<file path="src/rtl/neuron_pkg.sv">
// Shared types and constants for the time-multiplexed neuron scheduler.
// Q3.12 fixed-point words: 1 sign, 3 integer and 12 fraction bits.
package neuron_pkg;
    localparam int W          = 16;
    localparam int TAG_ADDR_W = 8;

    typedef logic signed [W-1:0] fix_t;

    localparam fix_t V_INIT   = 16'hECE1;
    localparam fix_t W_INIT   = 16'hF600;
    localparam fix_t SPIKE_TH = 16'sh1000;

    typedef enum logic [1:0] {
        ST_INIT,
        ST_IDLE,
        ST_ISSUE,
        ST_DRAIN
    } state_t;

    // Travels alongside each neuron through the core so writeback knows its target.
    typedef struct packed {
        logic                  valid;
        logic [TAG_ADDR_W-1:0] addr;
        fix_t                  v_old;
    } tag_t;
endpackage

</file>
<file path="src/rtl/neuron_state_ram.sv">
// Per-neuron v/w register file: one combinational read port, one write port
// shared between initialisation fill and core writeback (fill has priority).
module neuron_state_ram
    import neuron_pkg::*;
#(
    parameter int N_NEURONS = 16,
    parameter int ADDR_W    = 4
) (
    input  logic              clk,
    input  logic              init_en,
    input  logic [ADDR_W-1:0] init_addr,
    input  logic              wb_en,
    input  logic [ADDR_W-1:0] wb_addr,
    input  logic [W-1:0]      wb_v,
    input  logic [W-1:0]      wb_w,
    input  logic [ADDR_W-1:0] rd_addr,
    output logic [W-1:0]      rd_v,
    output logic [W-1:0]      rd_w
);
    fix_t              v_mem_q [N_NEURONS];
    fix_t              v_mem_d [N_NEURONS];
    fix_t              w_mem_q [N_NEURONS];
    fix_t              w_mem_d [N_NEURONS];
    logic              wr_en;
    logic [ADDR_W-1:0] wr_addr;
    fix_t              wr_v;
    fix_t              wr_w;

    always_comb begin
        wr_en   = init_en | wb_en;
        wr_addr = init_en ? init_addr : wb_addr;
        wr_v    = init_en ? V_INIT : fix_t'(wb_v);
        wr_w    = init_en ? W_INIT : fix_t'(wb_w);
        v_mem_d = v_mem_q;
        w_mem_d = w_mem_q;
        if (wr_en) begin
            v_mem_d[wr_addr] = wr_v;
            w_mem_d[wr_addr] = wr_w;
        end
    end

    // Contents are defined by the fill sequence after reset, so no reset here.
    always_ff @(posedge clk) begin
        v_mem_q <= v_mem_d;
        w_mem_q <= w_mem_d;
    end

    assign rd_v = v_mem_q[rd_addr];
    assign rd_w = w_mem_q[rd_addr];
endmodule

</file>
<file path="src/rtl/neuron_scheduler.sv">
// Issues every neuron to one shared pipelined core per timestep, writes results
// back, flags rising threshold crossings; start-to-done is N_NEURONS+CORE_LAT+1 edges.
module neuron_scheduler
    import neuron_pkg::*;
#(
    parameter int N_NEURONS = 16,
    parameter int ADDR_W    = 4,
    parameter int CORE_LAT  = 4
) (
    input  logic              clk,
    input  logic              rst,
    input  logic              start,
    output logic              busy,
    output logic              done,
    input  logic              i_wr_en,
    input  logic [ADDR_W-1:0] i_wr_addr,
    input  logic [W-1:0]      i_wr_data,
    output logic [W-1:0]      core_i,
    output logic [W-1:0]      core_v,
    output logic [W-1:0]      core_w,
    input  logic [W-1:0]      core_v_out,
    input  logic [W-1:0]      core_w_out,
    output logic              spike_valid,
    output logic [ADDR_W-1:0] spike_addr,
    output logic [31:0]       step_count
);
    localparam logic [ADDR_W-1:0]     LAST_IDX = ADDR_W'(N_NEURONS - 1);
    localparam logic [TAG_ADDR_W-1:0] LAST_TAG = TAG_ADDR_W'(N_NEURONS - 1);

    state_t            state_q, state_d;
    logic [ADDR_W-1:0] idx_q, idx_d;
    logic              busy_q, busy_d;
    logic              done_q, done_d;
    logic              spike_valid_q, spike_valid_d;
    logic [ADDR_W-1:0] spike_addr_q, spike_addr_d;
    logic [31:0]       step_count_q, step_count_d;
    fix_t              core_i_q, core_i_d;
    fix_t              core_v_q, core_v_d;
    fix_t              core_w_q, core_w_d;
    tag_t              tag_q [CORE_LAT+1];
    tag_t              tag_d [CORE_LAT+1];
    fix_t              i_file_q [N_NEURONS];
    fix_t              i_file_d [N_NEURONS];

    tag_t              wb_tag;
    logic [W-1:0]      ram_rd_v;
    logic [W-1:0]      ram_rd_w;

    assign wb_tag = tag_q[CORE_LAT];

    neuron_state_ram #(
        .N_NEURONS (N_NEURONS),
        .ADDR_W    (ADDR_W)
    ) u_state_ram (
        .clk       (clk),
        .init_en   (state_q == ST_INIT),
        .init_addr (idx_q),
        .wb_en     (wb_tag.valid),
        .wb_addr   (wb_tag.addr[ADDR_W-1:0]),
        .wb_v      (core_v_out),
        .wb_w      (core_w_out),
        .rd_addr   (idx_q),
        .rd_v      (ram_rd_v),
        .rd_w      (ram_rd_w)
    );

    always_comb begin
        state_d       = state_q;
        idx_d         = idx_q;
        done_d        = 1'b0;
        spike_valid_d = 1'b0;
        spike_addr_d  = spike_addr_q;
        step_count_d  = step_count_q;
        core_i_d      = core_i_q;
        core_v_d      = core_v_q;
        core_w_d      = core_w_q;
        i_file_d      = i_file_q;

        // Reads below use i_file_q, so a same-edge write lands next timestep.
        if (i_wr_en) begin
            i_file_d[i_wr_addr] = fix_t'(i_wr_data);
        end

        tag_d[0] = '0;
        for (int j = 1; j <= CORE_LAT; j++) begin
            tag_d[j] = tag_q[j-1];
        end

        if (wb_tag.valid && ($signed(wb_tag.v_old) < $signed(SPIKE_TH)) &&
            ($signed(core_v_out) >= $signed(SPIKE_TH))) begin
            spike_valid_d = 1'b1;
            spike_addr_d  = wb_tag.addr[ADDR_W-1:0];
        end

        case (state_q)
            ST_INIT: begin
                idx_d = idx_q + 1'b1;
                if (idx_q == LAST_IDX) begin
                    idx_d   = '0;
                    state_d = ST_IDLE;
                end
            end
            ST_IDLE: begin
                if (start) begin
                    idx_d   = '0;
                    state_d = ST_ISSUE;
                end
            end
            ST_ISSUE: begin
                core_i_d       = i_file_q[idx_q];
                core_v_d       = fix_t'(ram_rd_v);
                core_w_d       = fix_t'(ram_rd_w);
                tag_d[0].valid = 1'b1;
                tag_d[0].addr  = TAG_ADDR_W'(idx_q);
                tag_d[0].v_old = fix_t'(ram_rd_v);
                idx_d          = idx_q + 1'b1;
                if (idx_q == LAST_IDX) begin
                    idx_d   = '0;
                    state_d = ST_DRAIN;
                end
            end
            ST_DRAIN: begin
                if (wb_tag.valid && (wb_tag.addr == LAST_TAG)) begin
                    done_d       = 1'b1;
                    step_count_d = step_count_q + 32'd1;
                    state_d      = ST_IDLE;
                end
            end
            default: state_d = ST_INIT;
        endcase

        // Held through the final fill cycle so busy spans the whole fill.
        busy_d = (state_d != ST_IDLE) || (state_q == ST_INIT);
    end

    always_ff @(posedge clk or posedge rst) begin
        if (rst) begin
            state_q       <= ST_INIT;
            idx_q         <= '0;
            busy_q        <= 1'b0;
            done_q        <= 1'b0;
            spike_valid_q <= 1'b0;
            spike_addr_q  <= '0;
            step_count_q  <= '0;
            core_i_q      <= '0;
            core_v_q      <= '0;
            core_w_q      <= '0;
            for (int j = 0; j <= CORE_LAT; j++) begin
                tag_q[j] <= '0;
            end
            for (int n = 0; n < N_NEURONS; n++) begin
                i_file_q[n] <= '0;
            end
        end else begin
            state_q       <= state_d;
            idx_q         <= idx_d;
            busy_q        <= busy_d;
            done_q        <= done_d;
            spike_valid_q <= spike_valid_d;
            spike_addr_q  <= spike_addr_d;
            step_count_q  <= step_count_d;
            core_i_q      <= core_i_d;
            core_v_q      <= core_v_d;
            core_w_q      <= core_w_d;
            tag_q         <= tag_d;
            i_file_q      <= i_file_d;
        end
    end

    assign busy        = busy_q;
    assign done        = done_q;
    assign spike_valid = spike_valid_q;
    assign spike_addr  = spike_addr_q;
    assign step_count  = step_count_q;
    assign core_i      = core_i_q;
    assign core_v      = core_v_q;
    assign core_w      = core_w_q;
endmodule

</file>
<file path="config.mk">
export PLATFORM = sky130hd
export DESIGN_NAME = neuron_scheduler
export DESIGN_NICKNAME = d
export VERILOG_FILES = /design/src/rtl/neuron_pkg.sv /design/src/rtl/neuron_state_ram.sv /design/src/rtl/neuron_scheduler.sv
export SDC_FILE = /design/constraint.sdc
export NUM_CORES = 1
export LEC_CHECK = 0
export BUFFER_PORTS_ARGS = -buffer_cell sky130_fd_sc_hd__buf_2
export CORE_MARGIN = 4
export CORE_UTILIZATION = 30
export CTS_CLUSTER_DIAMETER = 50
export DETAILED_ROUTE_END_ITERATION = 8
export PLACE_DENSITY = 0.51
export SLEW_MARGIN = 10
export SYNTH_ARGS = -nofsm -noshare
export SYNTH_HDL_FRONTEND = slang
export SYNTH_SLANG_ARGS = --single-unit
</file>
<file path="constraint.sdc">
create_clock -name clk -period 12.35 [get_ports clk]
set_input_delay 2.47 -clock clk [delete_from_list [all_inputs] [get_ports clk]]
set_output_delay 2.47 -clock clk [all_outputs]
set_load 0.005 [all_outputs]
</file>
Yosys cells after proc, flatten, opt, wreduce, memory -nomap -nowiden --
Index checks and enable logic that the tools add are counted.
Operators by class: muxes and demuxes 31, equal/unequal tests 7, reduce and logical (&&, ||, !) cells 11, order comparisons 7, bitwise operators 4, $add $sub $neg 2
Operator list (number):
- $bwmux 256 | 3
- $bmux 16 s4 | 3
- $mux 16 | 10
- $demux 16 s4 | 2
- $add 32x1->32 const B | 1
- $mux 25 | 1
- $ge 16x14->1 const B | 1
- $lt 16x14->1 const B | 1
- $ge 5x5->1 const B | 3
- $not 4->5 | 3
- $mux 4 | 3
- $lt 5x1->1 const B | 2
- $eq 8x4->1 const B | 1
- $mux 2 | 4
- $pmux 2 s4 | 1
- $pmux 4 s2 | 1
- $logic_and 1x1->1 | 5
- $add 4x1->4 const B | 1
- $eq 2x2->1 const B | 2
- $eq 4x4->1 const B | 1
- $reduce_and 2->1 | 2
- $mux 1 | 3
- $eq 2x1->1 const B | 1
- $logic_not 2->1 | 1
- other kinds (6) | 6
Word-level totals: word-level logic and storage cells 135, register bits 986, bits of input ports 56

Logic depth before layout (Yosys ltp) --
depth in word-level cells 8, gate-level depth with buffers 9

Hierarchy --
From an unflattened synthesis, not the netlist that was laid out.
Second synthesis, totals: cell total of the unflattened synthesis 2132, area, all modules 36378.6 µm²
Modules (own cells, without submodules):
- neuron_state_ram | cells each 857, area each 19494.9 µm², instances 1, sequential area each 15374.7 µm²
- neuron_scheduler | cells each 1275, area each 16883.7 µm², instances 1, sequential area each 9859.5 µm²

Least setup slack after synthesis --
OpenSTA, ideal clock, no wires.
path kind input to register, start point in i_wr_addr[3], end point reg i_file_q[192] (netlist bit), cell stages on the path 5, data arrival time 3.673 ns, required time 12.222 ns, library setup time 0.128 ns, buffers on the path 2, setup slack 8.549 ns, cells stage by stage nor3b_2 -> nor2b_1 -> clkbuf_1 -> buf_2 -> mux2_1
Between the ends: longest elaborated chain between the ends 6, elaborated cells between the ends (all ways) 7, classes of those cells order compare (2); mux (3); bitwise (1); reduce/logical (1)
Ends and longest elaborated chain:
- start, declared | line neuron_scheduler.sv:16 | input logic [ADDR_W-1:0] i_wr_addr,
- $not 4->5 (implied by the code) * | line neuron_scheduler.sv:81 | i_file_d[i_wr_addr] = fix_t'(i_wr_data);
- $ge 5x5->1 (implied by the code) or $lt 5x1->1 (tied branches) | line neuron_scheduler.sv:81
- $logic_and 1x1->1 (implied by the code) | line neuron_scheduler.sv:81
- $mux 16 (implied by the code) | line neuron_scheduler.sv:81
- $demux 16 s4 * | line neuron_scheduler.sv:81
- $bwmux 256 * | line neuron_scheduler.sv:81
- end signal, assigned | line neuron_scheduler.sv:166 | i_file_q <= i_file_d;
- end, declared | line neuron_scheduler.sv:42 | fix_t i_file_q [N_NEURONS];
Mark *: on every way between the ends. The rest lies on a longest branch, timed or not. A chain may end at the register's enable or synchronous reset.

==> impl_metrics.toml <==
[status]
outcome = "complete, no violations"

[timing]
timing.final.crit_period_ns = 4.14
fin_crit_sh_pct = 33.6
relSlewSlack_pct = 21.7
setup_viol = 0
fin_ws_ns = 8.21
final_hold_viol_count = 0
finalClockSkew_ns = 0.0245
max_freq_ghz = 0.241
grt_setup_unrepaired = "false"
fin_setup_tns_ns = 0
tightestPinTransition_ns = 1.17
slew_viol_final = 0

[synth]
synthCells = 2376
yosysTopAreaCell = "edfxtp_1"
synth.avg_cell_area_um2 = 15.4
netlist_top_cells_area = "edfxtp_1 (42%), dfrtp_1 (27%), mux2i_1 (10%), mux2_2 (6.3%), a22oi_1 (2.1%)"
synth_edf_count = 512
syn-cell-area_um2 = 36600
synth.distinct_cells = 42
ys.warnings.count = 0
seq_area_frac_synth_pct = 68.9
synthFlopType = "edfxtp_1"
synth-seq-cells = 906
synth_top_area_share_pct = 42.0
syn_nets = 2434
async_flop_share_pct = 43.5

[floorplan]
dieArea_um2 = 128000
die_w_um = 357
core_um2 = 121000
num_rows = 127
die-height_um = 357
start_util_pct = 30.4
num_io_pins = 143

[worst_setup_path]
crit_fanout = 144
end_kind = "async pin"
startpoint_type = "input port"
critPathRequiredTime_ns = 13.04
crit_type = "in -> async"
crit_arrival_ns = 4.84

[clock_tree]
clk_pin_slew_worst_paths_ns = 0.05
cts.sinks = 906
htreeDepth = 3
cts_resized = 0
clockBufferDepth = 3
cts_tree = "done"
root_buffer = "clkbuf_16"
clkLatencyLatePin_ns = 0.68
cts-hold-fix-buffers = 0
cts_setup_buffers = 0
cts-buffers-inserted = 105

[global_route]
overflow = 0
grt_max_degree = 145
antenna_found_initial = 5
grt_pass1_vias = 21800
grt_usage_pct = 15.2
grt_pass1_wl_mm = 145

[route]
drcViolationCount = 0
top_layer_used = "met4"
routed_wl_mm = 97.9
wl_met3_mm = 4.05
wl_met1_mm = 43.5
drtIter0Drc = 1348
met2_wirelength_mm = 47.9
vias = 20900
postRouteAntennaNets = 0
wl_per_cell_um = 23.2
dr.pass1.iters = 5
via_per_inst = 4.96

[place]
numPortBuffers = 142
placed_area_um2 = 39300
place.gp.congestion = 0.726
dpl.hpwl_mm = 51.9
place_ws_ns = 7.30

[final_layout]
register_area_um2 = 25200
fillers = 11400
antenna_cells = 0
drive_gt1_share_pct = 22.8
area_delta_synth_final_pct = 17.0
fin_util_pct = 35.6
design_area_um2 = 42900
multi_input_area_um2 = 10800
fin_nets = 2578

[hold_path]
hold_path_class = "reg -> reg"

[pwr]
ir_worst_vdd_mv = 0.185
p_leak_nw = 16.7
power_per_cell_area_nw_per_um2 = 239

[run]
max_cap_viol_count = 0
[cells in the mapped netlist (2+ instances only)]
library cell,n
edfxtp_1,512
dfrtp_1,394
mux2i_1,376
mux2_2,206
nand2_1,122
a22oi_1,101
a21oi_1,98
buf_2,81
clkbuf_1,70
nand3_1,67
mux2_1,57
a32oi_1,44
nor2_1,36
o21ai_1,31
and2_1,24
nand2b_1,20
xnor2_1,16
xor2_1,15
nand4_1,13
inv_1,11
nor4_1,10
and4_1,8
nor3_1,8
and3_1,6
buf_1,6
nor2b_1,6
nand3b_1,5
nor3b_1,5
mux4_2,4
o21ai_0,4
a21o_1,3
a31oi_1,3
a22o_1,2
ha_1,2
nor4b_1,2
or3_1,2
[worst max-delay path: stages]
cell	delay (ns)
buf_2	0.11
clkinvlp_4	0.64
buf_12	0.67
buf_12	0.63
[layer usage]
| metal | track usage (%) | vias up |
|---|---|---|
| met5 | 0 | - |
| met4 | 4.08 | 0 |
| met3 | 2.40 | 166 |
| met2 | 25.8 | 485 |
| met1 | 20.2 | 11000 |
| li1 | - | 9289 |
[final timing paths]
kind	to	cells after the start	slack (ns)	startpoint
worst max-delay path	core_i[10]	4	8.21	rst
worst min-delay path	tag_d[14]	0	0.35	tag_d[39]
worst max register to register	u_state_ram.w_mem_q[89]	5	8.38	idx_q[1]
worst min register to register	tag_d[14]	0	0.35	tag_d[39]
max in group clk	u_state_ram.w_mem_q[89]	5	8.38	idx_q[1]
min in group asynchronous	i_file_q[75]	2	2.02	rst
[cell type report]
| class | count | share of cell area (%) |
|---|---|---|
| timing repair buffer | 194 | 2.66 |
| multi-input combinational | 1302 | 25.3 |
| clock buffer | 142 | 6.78 |
| tap | 1612 | 4.70 |
| inverter | 11 | 0.105 |
| clock inverter | 54 | 1.64 |
| sequential | 906 | 58.9 |
[sequential cells by signal, summed over array words and instances (netlist names), 2 cells and up]
name                 count
core_i                  16
core_v                  16
core_w                  16
i_file_q               256
idx_q                    4
spike_addr               4
state_q                  2
step_count              32
tag_d                   36
tag_q                    9
u_state_ram.v_mem_q    256
u_state_ram.w_mem_q    256
[where the power goes]
| part | switching, W | total (W) | internal (W) |
|---|---|---|---|
| clock network | 0.00124 | 0.00319 | 0.00195 |
| registers | 0.000354 | 0.00427 | 0.00391 |
| logic | 0.00173 | 0.00278 | 0.00105 |
| total | 0.00333 | 0.0102 | 0.00691 |
[kinds of logic (layout without fill, tap and decap cells)]
kind of cell / Yosys count / after routing / synth area share (%)
fa+ha+maj: 2 / 2 / 0.0683
simple gates: 338 / 338 / 4.56
mux: 643 / 643 / 18.6
xor+xnor: 31 / 31 / 0.741
compound gates: 288 / 288 / 5.15
flops: 906 / 906 / 68.9
buf+inv: 168 / 401 / 2.00
[through the flow]
stage               total power, W  hold slack, ns  instances
finish                      0.0102           0.346       4221
global route                0.0108           0.353       4221
CTS                         0.0104           0.348       4221
detailed placement         0.00715           0.335       4025
global placement           0.00708           0.332       4025
floorplan                  0.00607           0.331       2376
[cell usage in the layout, fill, tap and decap left out, types with 8 or more instances in the layout]
| cell type | n |
|---|---|
| a21oi_1 | 97 |
| a22oi_1 | 101 |
| a32oi_1 | 44 |
| and2_1 | 23 |
| and4_1 | 8 |
| buf_2 | 142 |
| buf_4 | 49 |
| bufinv_16 | 14 |
| clkbuf_1 | 24 |
| clkbuf_16 | 106 |
| clkbuf_8 | 12 |
| clkinv_1 | 10 |
| clkinv_2 | 10 |
| dfrtp_1 | 391 |
| edfxtp_1 | 512 |
| inv_1 | 10 |
| mux2_1 | 57 |
| mux2_2 | 206 |
| mux2i_1 | 376 |
| nand2_1 | 122 |
| nand2b_1 | 18 |
| nand3_1 | 67 |
| nand4_1 | 13 |
| nor2_1 | 21 |
| nor2_4 | 16 |
| nor3_1 | 8 |
| nor4_1 | 10 |
| o21ai_1 | 31 |
| xnor2_1 | 16 |
| xor2_1 | 15 |
Power figures use the tool's default switching activity.
